==> src/rtl/imm_gen_pipe.sv <==
// ----------------------------------------------------------------------------
// imm_gen_pipe : two-stage RISC-V immediate generator with valid/ready flow
//                control, format decode and an illegal-opcode counter.
// Revision     : 1.0
// ----------------------------------------------------------------------------
`default_nettype none

module imm_gen_pipe #(
  parameter int XLEN = 64
) (
  input  logic            clk,
  input  logic            rst,
  input  logic            in_valid,
  output logic            in_ready,
  input  logic [31:0]     in_instr,
  output logic            out_valid,
  input  logic            out_ready,
  output logic [XLEN-1:0] out_imm,
  output logic [2:0]      out_fmt,
  output logic            out_illegal,
  output logic [15:0]     illegal_cnt
);

  localparam logic [2:0]  c_FMT_NONE = 3'd0;
  localparam logic [2:0]  c_FMT_I    = 3'd1;
  localparam logic [2:0]  c_FMT_S    = 3'd2;
  localparam logic [2:0]  c_FMT_B    = 3'd3;
  localparam logic [2:0]  c_FMT_U    = 3'd4;
  localparam logic [2:0]  c_FMT_J    = 3'd5;
  localparam logic [15:0] c_CNT_MAX  = 16'hFFFF;

  // Opcode bits are consumed by the decode, so S1 keeps only instr[31:7].
  logic            s1_valid_q, s1_valid_d;
  logic [31:7]     s1_instr_q, s1_instr_d;
  logic [2:0]      s1_fmt_q,   s1_fmt_d;
  logic            s2_valid_q, s2_valid_d;
  logic [XLEN-1:0] s2_imm_q,   s2_imm_d;
  logic [2:0]      s2_fmt_q,   s2_fmt_d;
  logic            s2_ill_q,   s2_ill_d;
  logic [15:0]     cnt_q,      cnt_d;

  logic            s1_ready_w;
  logic            s2_ready_w;
  logic [2:0]      dec_fmt_w;
  logic [31:0]     imm32_w;
  logic [XLEN-1:0] imm_ext_w;

  assign s2_ready_w = !s2_valid_q || out_ready;
  assign s1_ready_w = !s1_valid_q || s2_ready_w;

  // Outputs are forced quiet during reset so no transfer can complete then.
  assign in_ready    = s1_ready_w && !rst;
  assign out_valid   = s2_valid_q && !rst;
  assign out_imm     = rst ? '0 : s2_imm_q;
  assign out_fmt     = rst ? c_FMT_NONE : s2_fmt_q;
  assign out_illegal = s2_ill_q && !rst;
  assign illegal_cnt = rst ? 16'd0 : cnt_q;

  always_comb begin
    dec_fmt_w = c_FMT_NONE;
    case (in_instr[6:0])
      7'b0000011, 7'b0010011,
      7'b0011011, 7'b1100111: dec_fmt_w = c_FMT_I;
      7'b0100011:             dec_fmt_w = c_FMT_S;
      7'b1100011:             dec_fmt_w = c_FMT_B;
      7'b0110111, 7'b0010111: dec_fmt_w = c_FMT_U;
      7'b1101111:             dec_fmt_w = c_FMT_J;
      default:                dec_fmt_w = c_FMT_NONE;
    endcase
  end

  always_comb begin
    imm32_w = 32'd0;
    case (s1_fmt_q)
      c_FMT_I: imm32_w = {{20{s1_instr_q[31]}}, s1_instr_q[31:20]};
      c_FMT_S: imm32_w = {{20{s1_instr_q[31]}}, s1_instr_q[31:25], s1_instr_q[11:7]};
      c_FMT_B: imm32_w = {{20{s1_instr_q[31]}}, s1_instr_q[7], s1_instr_q[30:25],
                          s1_instr_q[11:8], 1'b0};
      c_FMT_U: imm32_w = {s1_instr_q[31:12], 12'd0};
      c_FMT_J: imm32_w = {{12{s1_instr_q[31]}}, s1_instr_q[19:12], s1_instr_q[20],
                          s1_instr_q[30:21], 1'b0};
      default: imm32_w = 32'd0;
    endcase
  end

  generate
    if (XLEN > 32) begin : g_ext_wide
      assign imm_ext_w = {{(XLEN-32){imm32_w[31]}}, imm32_w};
    end else begin : g_ext_narrow
      assign imm_ext_w = imm32_w;
    end
  endgenerate

  always_comb begin
    s1_valid_d = s1_valid_q;
    s1_instr_d = s1_instr_q;
    s1_fmt_d   = s1_fmt_q;
    s2_valid_d = s2_valid_q;
    s2_imm_d   = s2_imm_q;
    s2_fmt_d   = s2_fmt_q;
    s2_ill_d   = s2_ill_q;
    cnt_d      = cnt_q;

    if (s1_ready_w) begin
      s1_valid_d = in_valid;
      if (in_valid) begin
        s1_instr_d = in_instr[31:7];
        s1_fmt_d   = dec_fmt_w;
      end
    end

    if (s2_ready_w) begin
      s2_valid_d = s1_valid_q;
      if (s1_valid_q) begin
        s2_imm_d = imm_ext_w;
        s2_fmt_d = s1_fmt_q;
        s2_ill_d = (s1_fmt_q == c_FMT_NONE);
      end
    end

    if (s2_valid_q && out_ready && s2_ill_q && (cnt_q != c_CNT_MAX))
      cnt_d = cnt_q + 16'd1;
  end

  always_ff @(posedge clk) begin
    if (rst) begin
      s1_valid_q <= 1'b0;
      s1_instr_q <= '0;
      s1_fmt_q   <= c_FMT_NONE;
      s2_valid_q <= 1'b0;
      s2_imm_q   <= '0;
      s2_fmt_q   <= c_FMT_NONE;
      s2_ill_q   <= 1'b0;
      cnt_q      <= 16'd0;
    end else begin
      s1_valid_q <= s1_valid_d;
      s1_instr_q <= s1_instr_d;
      s1_fmt_q   <= s1_fmt_d;
      s2_valid_q <= s2_valid_d;
      s2_imm_q   <= s2_imm_d;
      s2_fmt_q   <= s2_fmt_d;
      s2_ill_q   <= s2_ill_d;
      cnt_q      <= cnt_d;
    end
  end

endmodule

`default_nettype wire
==> config.mk <==
export PLATFORM = sky130hd
export DESIGN_NAME = imm_gen_pipe
export DESIGN_NICKNAME = d
export VERILOG_FILES = /design/src/rtl/imm_gen_pipe.sv
export SDC_FILE = /design/constraint.sdc
export NUM_CORES = 1
export LEC_CHECK = 0
export BUFFER_PORTS_ARGS = -buffer_cell sky130_fd_sc_hd__buf_2
export CORE_ASPECT_RATIO = 1.25
export CORE_MARGIN = 8
export CORE_UTILIZATION = 45
export CTS_BUF_LIST = sky130_fd_sc_hd__clkbuf_8
export DETAILED_ROUTE_END_ITERATION = 8
export PLACE_DENSITY = 0.77
export SYNTH_ARGS = -nofsm -noshare
export SYNTH_HDL_FRONTEND = slang
export SYNTH_SLANG_ARGS = --single-unit
==> constraint.sdc <==
create_clock -name clk -period 2.8 [get_ports clk]
set_input_delay 0.28 -clock clk [delete_from_list [all_inputs] [get_ports clk]]
set_output_delay 0.28 -clock clk [all_outputs]
set_load 0.005 [all_outputs]
==> run_results.csv, run 1 <==
group,metric,value,unit
floorplan,rows,38,
synthesis,ys_seq_area_share,41.9,%
power_and_ir_drop,power.internal,1.66,mW
timing,rsz0062_at_grt,"no",
power_and_ir_drop,seq_power_share,55.0,%
timing,hold_viol,0,
setup_path,r2r_end,"cnt_q[13]$_SDFFE_PP0P_",
timing,clock_skew,0.0124,ns
finish,n_antenna_cell,0,
place,gp_congestion,0.822,
timing,fin_crit,2.10,ns
hold_path,hold_start,"in_instr[24]",
timing,slew_headroom,37.2,%
routing,wire_per_inst,15.3,µm
setup_path,max_stage_delay,0.68,ns
routing,drt_pass1_iterations,4,
synthesis,synth_edf_count,0,
timing,worst_slew_pin_slew,0.942,ns
clocking,cts_sinks,82,
setup_path,crit_arrival,2.35,ns
synthesis,ys.flop_type,"dfxtp_1",
setup_path,crit_path_start_kind,"register",
clocking,cts_tree,"done",
grt,overflow,0,
routing,drt_drc_violations_left,0,
synthesis,synth-async-reset-ratio,0,%
power_and_ir_drop,switchingPower,0.542,mW
setup_path,cp_top_family,"simple AND/OR/NAND/NOR gates",
floorplan,pin_count,122,
timing,max_freq,0.476,GHz
hold_path,hold_end,"s1_instr_q[24]$_SDFFE_PP0P_",
grt,grt_pass1_vias,3428,
grt,grt_pass1_wl,16000,µm
power_and_ir_drop,ir_worst_vdd,0.289,mV
synthesis,synth_seq_cells,82,
setup_path,r2r.worst_path.cells,5,
setup_path,worst-path-buf-inv,0,
synthesis,syn_nets,497,
setup_path,timing.rr.start,"cnt_q[0]$_SDFFE_PP0P_",
clocking,cts_buffers,9,
setup_path,crit_required,3.05,ns
grt,grt_antenna_before_repair,0,
power_and_ir_drop,clock_power_share,38.9,%
routing,vias,3440,
floorplan,fp.dieW,99.5,µm
finish,area_delta_synth_final,15.5,%
synthesis,yosysUniqueCellTypes,50,
setup_path,critPathCaptureType,"register",
status,outcome,"completed",
synthesis,syn_inst,460,
setup_path,r2r_setup_slack,0.70,ns
routing,drt_iter0_drc,176,
clocking,clk_latency,0.35,ns
synthesis,ys_warn_count,0,
finish,nNetsFinal,574,
grt,grt_usage,16.4,%
floorplan,dieArea,12000,µm²
run,cap_violations,0,
routing,drt-total-wl,9810,µm
timing,finalCritPeriodShare,75.0,%
setup_path,cp_max_fo,15,
clocking,cts_resized,0,
timing,finalSetupTns,0,ns
floorplan,fp.dieH,120,µm
setup_path,path_cells,"ha_1 -> nand4_2 -> nor4_4 -> nor4_1 -> mux2_2",
synthesis,avgSynthCellArea,8.52,µm²
finish,drive_gt1_share,29.3,%
clocking,cts-root-buf,"clkbuf_8",
power_and_ir_drop,p_comb_share,6.1,%
clocking,clock_path_buffers,2,
clocking,cts_hold_buf,0,
synthesis,netlist_area,3920,µm²
timing,setup_viol,0,
finish,fin_util,52.9,%
clocking,post-cts-setup-buffers,0,
grt,grt_start_max_net_pins,50,
power_and_ir_drop,leakage,2.00,nW
setup_path,crit_slowest_cell,"nor4_4",
floorplan,initial_utilization,45.8,%
hold_path,min_path_type,"primary input to register",
clocking,h-tree-depth,3,
timing,timing.hold.ws,0.165,ns
place,io_buffers,121,
power_and_ir_drop,swShare,24.6,%
routing,ant_nets,0,
place,dp_hpwl,7280,µm
clocking,clk_pin_slew_worst_paths,0.09,ns
floorplan,coreArea,8560,µm²
timing,slew_violations,0,
power_and_ir_drop,power_density,486,nW/µm²
routing,avgViaCountPerCell,5.36,
hold_path,hold_depth,3,
setup_path,criticalPathCategory,"register to register",
## synth_stat cells (2+ instances only)
cell type | instances | area [µm²]
a22oi_1 | 4 | 30.0
nand2b_1 | 2 | 12.5
buf_6 | 3 | 33.8
o21ai_0 | 9 | 45.0
dfxtp_1 | 82 | 1640
o2bb2ai_1 | 23 | 201
a21oi_1 | 56 | 280
or4_1 | 2 | 15.0
clkbuf_1 | 14 | 52.6
a31oi_1 | 3 | 18.8
a22o_1 | 6 | 52.6
nand4_1 | 4 | 25.0
buf_1 | 7 | 26.3
or3_1 | 4 | 25.0
mux2i_1 | 3 | 30.0
and3_1 | 4 | 25.0
nor3_1 | 7 | 35.0
a211oi_1 | 3 | 22.5
mux2_2 | 4 | 45.0
o31ai_1 | 2 | 15.0
o22a_1 | 2 | 17.5
nor2b_1 | 56 | 350
nor3b_1 | 3 | 22.5
and2_1 | 2 | 12.5
nand3_1 | 5 | 25.0
buf_4 | 32 | 240
nor2_1 | 14 | 52.6
nand4_2 | 2 | 25.0
nand2_1 | 67 | 251
nor4b_1 | 2 | 17.5
and4_1 | 2 | 17.5
buf_2 | 7 | 35.0
inv_1 | 7 | 26.3
## layout by cell type, fill, tap and decap left out, types with 7 or more instances in the layout
cell         n
a21oi_1     56
buf_2      120
buf_4        9
clkbuf_8     9
dfxtp_1     82
inv_1        7
nand2_1     67
nor2_1      14
nor2b_1     56
nor3_1       7
o21ai_0      9
o2bb2ai_1   23
## cell type report
| class | instances | area, µm² |
|---|---|---|
| Fill cell | 810 | 4030 |
| Multi-Input combinational cell | 308 | 1870 |
| Sequential cell | 82 | 1640 |
| Timing Repair Buffer | 129 | 668 |
| Tap cell | 100 | 125 |
| Clock buffer | 9 | 124 |
| Clock inverter | 7 | 77.6 |
| Inverter | 7 | 26.3 |
## per-layer routing
metal | vias to the layer above | part of all wire [%] | GRT usage [%]
li1 | 1725 | - | -
met1 | 1573 | 40 | 17.7
met2 | 122 | 49 | 28.4
met3 | 20 | 8.3 | 5.69
met4 | 0 | 2.4 | 7.40
met5 | - | 0 | 0
## cell families (layout without fill, tap and decap cells)
| logic type | count (synthesis) | after routing | synth area share, % |
|---|---|---|---|
| compound gates | 115 | 115 | 19.2 |
| buf+inv | 70 | 152 | 10.6 |
| mux | 8 | 8 | 2.30 |
| flops | 82 | 82 | 41.9 |
| simple gates | 184 | 184 | 25.7 |
| fa+ha+maj | 1 | 1 | 0.319 |
## through the flow
step	area [µm²]	instances	power [mW]	setup slack [ns]
after global routing	4530	642	2.30	0.546
after detailed placement	4330	626	1.37	0.707
final	4530	642	2.20	0.699
after CTS	4530	642	2.23	0.703
after floorplan	3920	460	1.32	0.584
after global placement	4330	626	1.37	0.781
## flip-flops by register name (all words and copies together) (netlist names)
name	flops
cnt_q	16
s1_fmt_q	3
s1_instr_q	25
s1_valid_q	1
s2_fmt_q	3
s2_ill_q	1
s2_imm_q	32
s2_valid_q	1
## worst reg2reg max path, cell delays in order, from the launching register on
cell     delay (ns)
dfxtp_1        0.45
ha_1           0.27
nand4_2        0.17
nor4_4         0.68
nor4_1         0.15
mux2_2         0.30
## worst max-delay path by stage
stage               depth (start not counted)  slack [ns]             startpoint                      to
finish                                      5        0.70  cnt_q[0]$_SDFFE_PP0P_  cnt_q[13]$_SDFFE_PP0P_
global route                                5        0.55  cnt_q[0]$_SDFFE_PP0P_  cnt_q[13]$_SDFFE_PP0P_
CTS                                         5        0.70  cnt_q[0]$_SDFFE_PP0P_  cnt_q[13]$_SDFFE_PP0P_
detailed placement                          5        0.71  cnt_q[0]$_SDFFE_PP0P_  cnt_q[13]$_SDFFE_PP0P_
global placement                            5        0.78  cnt_q[0]$_SDFFE_PP0P_  cnt_q[13]$_SDFFE_PP0P_
floorplan                                   3        0.58                    rst             out_imm[32]
## power groups by stage
stage          Clock [mW]  Sequential (mW)  Combinational [mW]
2_1_floorplan           0             1.23              0.0855
3_3_place_gp            0             1.24               0.131
3_5_place_dp            0             1.24               0.135
4_1_cts             0.882             1.21               0.135
5_1_grt             0.933             1.22               0.150
6_report            0.857             1.21               0.133
Power figures use the tool's default switching activity.
==> run 2: changes to the inputs <==
clock period = 2.1 ns   (was 2.8 ns; I/O delays follow)
==> run 2 against run 1 <==
Register-to-register slack got worse by 0.54 ns. Combinational power increased by 38%. Critical path depth increased by 1. Fmax increased by 8.1%. Sequential power increased by 34%. Core utilization increased by 0.54 points. Final cell count increased by 0.78%. Clock skew increased by 0.0026 ns. Non-clock buffer count increased by 5. Worst hold slack got worse by 0.077 ns. Die area unchanged.
==> run_results.csv, run 2 (synthesized netlist as in run 1, its figures left out) <==
group,metric,value,unit
status,outcome,"completed",
power_and_ir_drop,power.internal,2.25,mW
routing,drt_pass1_iterations,4,
routing,drt_drc_violations_left,0,
power_and_ir_drop,power_density,652,nW/µm²
finish,top_register,"s2_imm_q",
timing,slew_violations,0,
finish,reg_top3,"s2_imm_q (32), s1_instr_q (25), cnt_q (16)",
setup_path,cp_max_fo,13,
power_and_ir_drop,switchingPower,0.731,mW
floorplan,initial_utilization,45.8,%
finish,mostFrequentLayoutCells,"buf_2, dfxtp_1, nand2_1, nor2b_1, a21oi_1",
timing,rsz0062_at_grt,"no",
routing,ant_nets,0,
grt,grt_usage,16.6,%
finish,area_delta_synth_final,16.7,%
setup_path,path_cells,"ha_1 -> nand4_2 -> nor4_4 -> buf_4 -> nor3_1 -> mux2_2",
clocking,cts_resized,0,
clocking,clk_latency,0.36,ns
setup_path,max_stage_delay,0.46,ns
routing,drt_iter0_drc,210,
floorplan,coreArea,8560,µm²
clocking,cts_tree,"done",
finish,final_cells,647,
place,dp.cells,631,
timing,finalCritPeriodShare,92.6,%
clocking,clock_path_buffers,2,
routing,wire_per_inst,15.7,µm
routing,vias,3462,
timing,clock_skew,0.0150,ns
grt,grt_antenna_before_repair,0,
setup_path,crit_required,2.34,ns
clocking,cts_buffers,9,
timing,worst_slew_pin_slew,0.968,ns
timing,hold_viol,0,
floorplan,fp.dieW,99.5,µm
finish,final_common_cell,"buf_2",
clocking,h-tree-depth,3,
hold_path,min_path_type,"primary input to register",
clocking,cts_sinks,82,
clocking,clk_pin_slew_worst_paths,0.08,ns
clocking,cts_hold_buf,0,
place,io_buffers,121,
finish,drive_gt1_share,30.0,%
routing,avgViaCountPerCell,5.35,
power_and_ir_drop,leakage,2.03,nW
setup_path,crit_slowest_cell,"dfxtp_1",
grt,grt_pass1_vias,3464,
power_and_ir_drop,ir_worst_vdd,0.400,mV
grt,grt_start_max_net_pins,50,
place,dp_hpwl,7460,µm
timing,setup_viol,0,
clocking,post-cts-setup-buffers,0,
floorplan,dieArea,12000,µm²
timing,slew_headroom,35.5,%
setup_path,critPathCaptureType,"register",
floorplan,rows,38,
clocking,cts-root-buf,"clkbuf_8",
floorplan,fp.dieH,120,µm
timing,fin_crit,1.94,ns
setup_path,cp_top_family,"simple AND/OR/NAND/NOR gates",
setup_path,worst-path-buf-inv,1,
floorplan,pin_count,122,
grt,overflow,0,
setup_path,crit_arrival,2.18,ns
timing,finalSetupTns,0,ns
setup_path,crit_path_start_kind,"register",
timing,max_freq,0.515,GHz
power_and_ir_drop,clock_power_share,39.7,%
finish,largest_register_ffs,32,
grt,grt_pass1_wl,16400,µm
finish,nNetsFinal,579,
place,gp_congestion,0.827,
routing,drt-total-wl,10200,µm
finish,n_antenna_cell,0,
run,cap_violations,0,
power_and_ir_drop,p_comb_share,6.2,%
power_and_ir_drop,seq_power_share,54.2,%
power_and_ir_drop,swShare,24.5,%
setup_path,criticalPathCategory,"register to register",
run 2: cell count changes in the layout (fill, tap and decap cells not counted):
cell	delta
clkinv_4	-1
clkinv_2	-1
clkbuf_8	+1
buf_4	+5
inv_6	+1
run 2: metal layers:
metal	routed length, µm	vias up	track usage (%)
li1	-	1732	-
met1	4270	1626	18.8
met2	5180	97	29.4
met3	626	7	4.43
met4	73	0	5.88
met5	0	-	0
run 2: layout make-up:
type	instances	area (µm²)
clock buffer	10	138
clock inverter	6	72.6
fill	829	3980
inverter	7	26.3
multi-input combinational	308	1870
sequential	82	1640
tap	100	125
timing repair buffer	134	706
run 2: final timing paths:
path | startpoint | end | slack [ns] | cells past startpoint
max | cnt_q[0]$_SDFFE_PP0P_ | cnt_q[3]$_SDFFE_PP0P_ | 0.16 | 6
min | in_instr[18] | s1_instr_q[18]$_SDFFE_PP0P_ | 0.09 | 3
max reg2reg | cnt_q[0]$_SDFFE_PP0P_ | cnt_q[3]$_SDFFE_PP0P_ | 0.16 | 6
min reg2reg | s1_instr_q[18]$_SDFFE_PP0P_ | s1_instr_q[18]$_SDFFE_PP0P_ | 0.46 | 2
run 2: power by group through the flow:
stage	clock network, mW	registers (mW)	logic [mW]
3_5_place_dp	0	1.65	0.184
4_1_cts	1.21	1.62	0.185
3_3_place_gp	0	1.65	0.178
2_1_floorplan	0	1.64	0.114
5_1_grt	1.27	1.62	0.206
6_report	1.18	1.62	0.183
run 2: per-stage QoR:
step | cell area (µm²) | worst slack [ns] | util (%) | power, mW | hold slack (ns)
6_report | 4570 | 0.156 | 53.5 | 2.98 | 0.0881
2_1_floorplan | 3920 | 0.0239 | - | 1.76 | 0.339
3_5_place_dp | 4360 | 0.185 | 51.0 | 1.84 | 0.451
5_1_grt | 4570 | 0.0539 | 53.5 | 3.10 | 0.0882
4_1_cts | 4570 | 0.174 | 53.5 | 3.01 | 0.0750
3_3_place_gp | 4360 | 0.259 | 51.0 | 1.83 | 0.442
run 2: worst reg2reg max path: stages, from the launching register on:
cell     delay [ns]
dfxtp_1        0.46
ha_1           0.27
nand4_2        0.17
nor4_4         0.35
buf_4          0.24
nor3_1         0.07
mux2_2         0.27
==> run 3: changes to the inputs <==
REMOVE_ABC_BUFFERS = 1   (was default)
==> run 3 against run 2 <==
First-iteration DRC count is 20% lower. Sequential share of layout area is 0.059 points higher. Power is 3.4% lower. Sequential power hardly changed. Critical path depth stayed put. Worst hold slack worse by 0.0045 ns. Worst setup slack worse by 0.019 ns. Highest routed layer unchanged. Clock skew is 0.0067 ns lower. Fmax is 0.99% lower. Core utilization is 0.088 points lower. Register-to-register slack worse by 0.02 ns. Via count is 1.8% higher. Largest cell class unchanged. Largest power group unchanged.
==> run_results.csv, run 3 (synthesized netlist as in run 1, its figures left out) <==
group,metric,value,unit
floorplan,fp.dieH,120,µm
timing,slew_headroom,61.7,%
finish,final_common_cell,"buf_2",
timing,worst_slew_pin_slew,0.572,ns
clocking,clk_pin_slew_worst_paths,0.09,ns
timing,max_freq,0.509,GHz
clocking,cts_tree,"done",
power_and_ir_drop,leakage,2.02,nW
routing,vias,3525,
power_and_ir_drop,ir_worst_vdd,0.419,mV
routing,wire_per_inst,15.6,µm
grt,grt_antenna_before_repair,0,
setup_path,criticalPathCategory,"register to register",
clocking,post-cts-setup-buffers,0,
finish,largest_register_ffs,32,
routing,avgViaCountPerCell,5.44,
timing,hold_viol,0,
clocking,h-tree-depth,3,
floorplan,fp.dieW,99.5,µm
timing,finalCritPeriodShare,93.5,%
finish,nFillCells,818,
timing,rsz0062_at_grt,"no",
clocking,cts_resized,0,
finish,top_register,"s2_imm_q",
hold_path,min_path_type,"primary input to register",
finish,multi_input_area,1870,µm²
grt,grt_pass1_wl,16200,µm
grt,overflow,0,
routing,drt_iter0_drc,168,
clocking,cts_sinks,82,
timing,clock_skew,0.00838,ns
grt,grt_pass1_vias,3381,
power_and_ir_drop,power_density,631,nW/µm²
setup_path,critPathCaptureType,"register",
place,pre_cts_slack,0.193,ns
finish,n_antenna_cell,0,
floorplan,pin_count,122,
place,dp_hpwl,7370,µm
setup_path,crit_path_start_kind,"register",
timing,slew_violations,0,
setup_path,crit_arrival,2.25,ns
run,cap_violations,0,
floorplan,dieArea,12000,µm²
floorplan,rows,38,
place,io_buffers,121,
timing,fin_ws,0.137,ns
floorplan,initial_utilization,45.8,%
finish,regArea,1640,µm²
grt,grt_usage,16.4,%
finish,area_delta_synth_final,16.5,%
routing,drt_drc_violations_left,0,
timing,fin_crit,1.96,ns
setup_path,crit_required,2.39,ns
timing,setup_viol,0,
place,gp_congestion,0.840,
routing,drt_pass1_iterations,4,
clocking,cts-root-buf,"clkbuf_8",
power_and_ir_drop,total_power,2.88,mW
setup_path,cp_max_fo,9,
routing,ant_nets,0,
clocking,clk_latency,0.35,ns
clocking,cts_buffers,9,
status,outcome,"completed",
clocking,cts_hold_buf,0,
clocking,clock_path_buffers,2,
floorplan,coreArea,8560,µm²
finish,mostFrequentLayoutCells,"buf_2, dfxtp_1, nand2_1, nor2b_1, a21oi_1",
routing,drt-total-wl,10100,µm
grt,grt_start_max_net_pins,38,
finish,nNetsFinal,580,
finish,reg_top3,"s2_imm_q (32), s1_instr_q (25), cnt_q (16)",
finish,drive_gt1_share,30.1,%
==> run 3: changes by cell type in the layout (fill, tap and decap cells not counted), sizes merged <==
cell / before / now
buf: 134 / 135
clkbuf: 10 / 9
inv: 9 / 12
bufinv: 1 / 0
clkinv: 2 / 1
==> run 3: report_power, final <==
group | leakage, nW | internal [mW] | switching (mW)
combinational | 1.26 | 0.0743 | 0.115
clock | 0.0929 | 0.453 | 0.625
sequential | 0.666 | 1.59 | 0.0248
total | 2.02 | 2.12 | 0.765
==> run 3: per-stage QoR <==
| stage | utilization (%) | TNS [ns] | cells | instance area, µm² | hold WS (ns) |
|---|---|---|---|---|---|
| finish | 53.4 | 0 | 648 | 4570 | 0.0836 |
| global route | 53.4 | 0 | 648 | 4570 | 0.0628 |
| CTS | 53.4 | 0 | 648 | 4570 | 0.0688 |
| detailed placement | 51.2 | 0 | 632 | 4380 | 0.447 |
| global placement | 51.2 | 0 | 632 | 4380 | 0.443 |
| floorplan | - | -20.80 | 397 | 3530 | 0.279 |
==> run 3: per-layer routing <==
metal,vias up,global-route usage [%],wire length [µm]
met1,1631,18.7,4350
met2,145,28.1,4840
li1,1737,-,-
met3,12,4.89,820
met5,-,0,0
met4,0,6.45,97
==> run 3: path summary, 6_finish.rpt <==
check                                                start                          end  slack, ns  cells after the start
worst max-delay path                 cnt_q[0]$_SDFFE_PP0P_        cnt_q[4]$_SDFFE_PP0P_       0.14                      6
worst min-delay path                          in_instr[13]  s1_instr_q[13]$_SDFFE_PP0P_       0.08                      3
worst max register to register       cnt_q[0]$_SDFFE_PP0P_        cnt_q[4]$_SDFFE_PP0P_       0.14                      6
worst min register to register  s1_instr_q[8]$_SDFFE_PP0P_   s1_instr_q[8]$_SDFFE_PP0P_       0.46                      2
==> run 3: area by class of cell <==
cell class	instances	area share, %
inverter	7	0.575
tap	100	2.74
clock inverter	7	1.29
sequential	82	35.9
multi-input combinational	308	40.8
timing repair buffer	135	15.9
clock buffer	9	2.71
==> run 3: worst max-delay path, stage by stage, from the launching register on <==
cell	delay (ns)
dfxtp_1	0.45
ha_1	0.26
nand4_2	0.17
nor4_4	0.54
buf_4	0.24
o21ai_0	0.10
a21oi_1	0.14
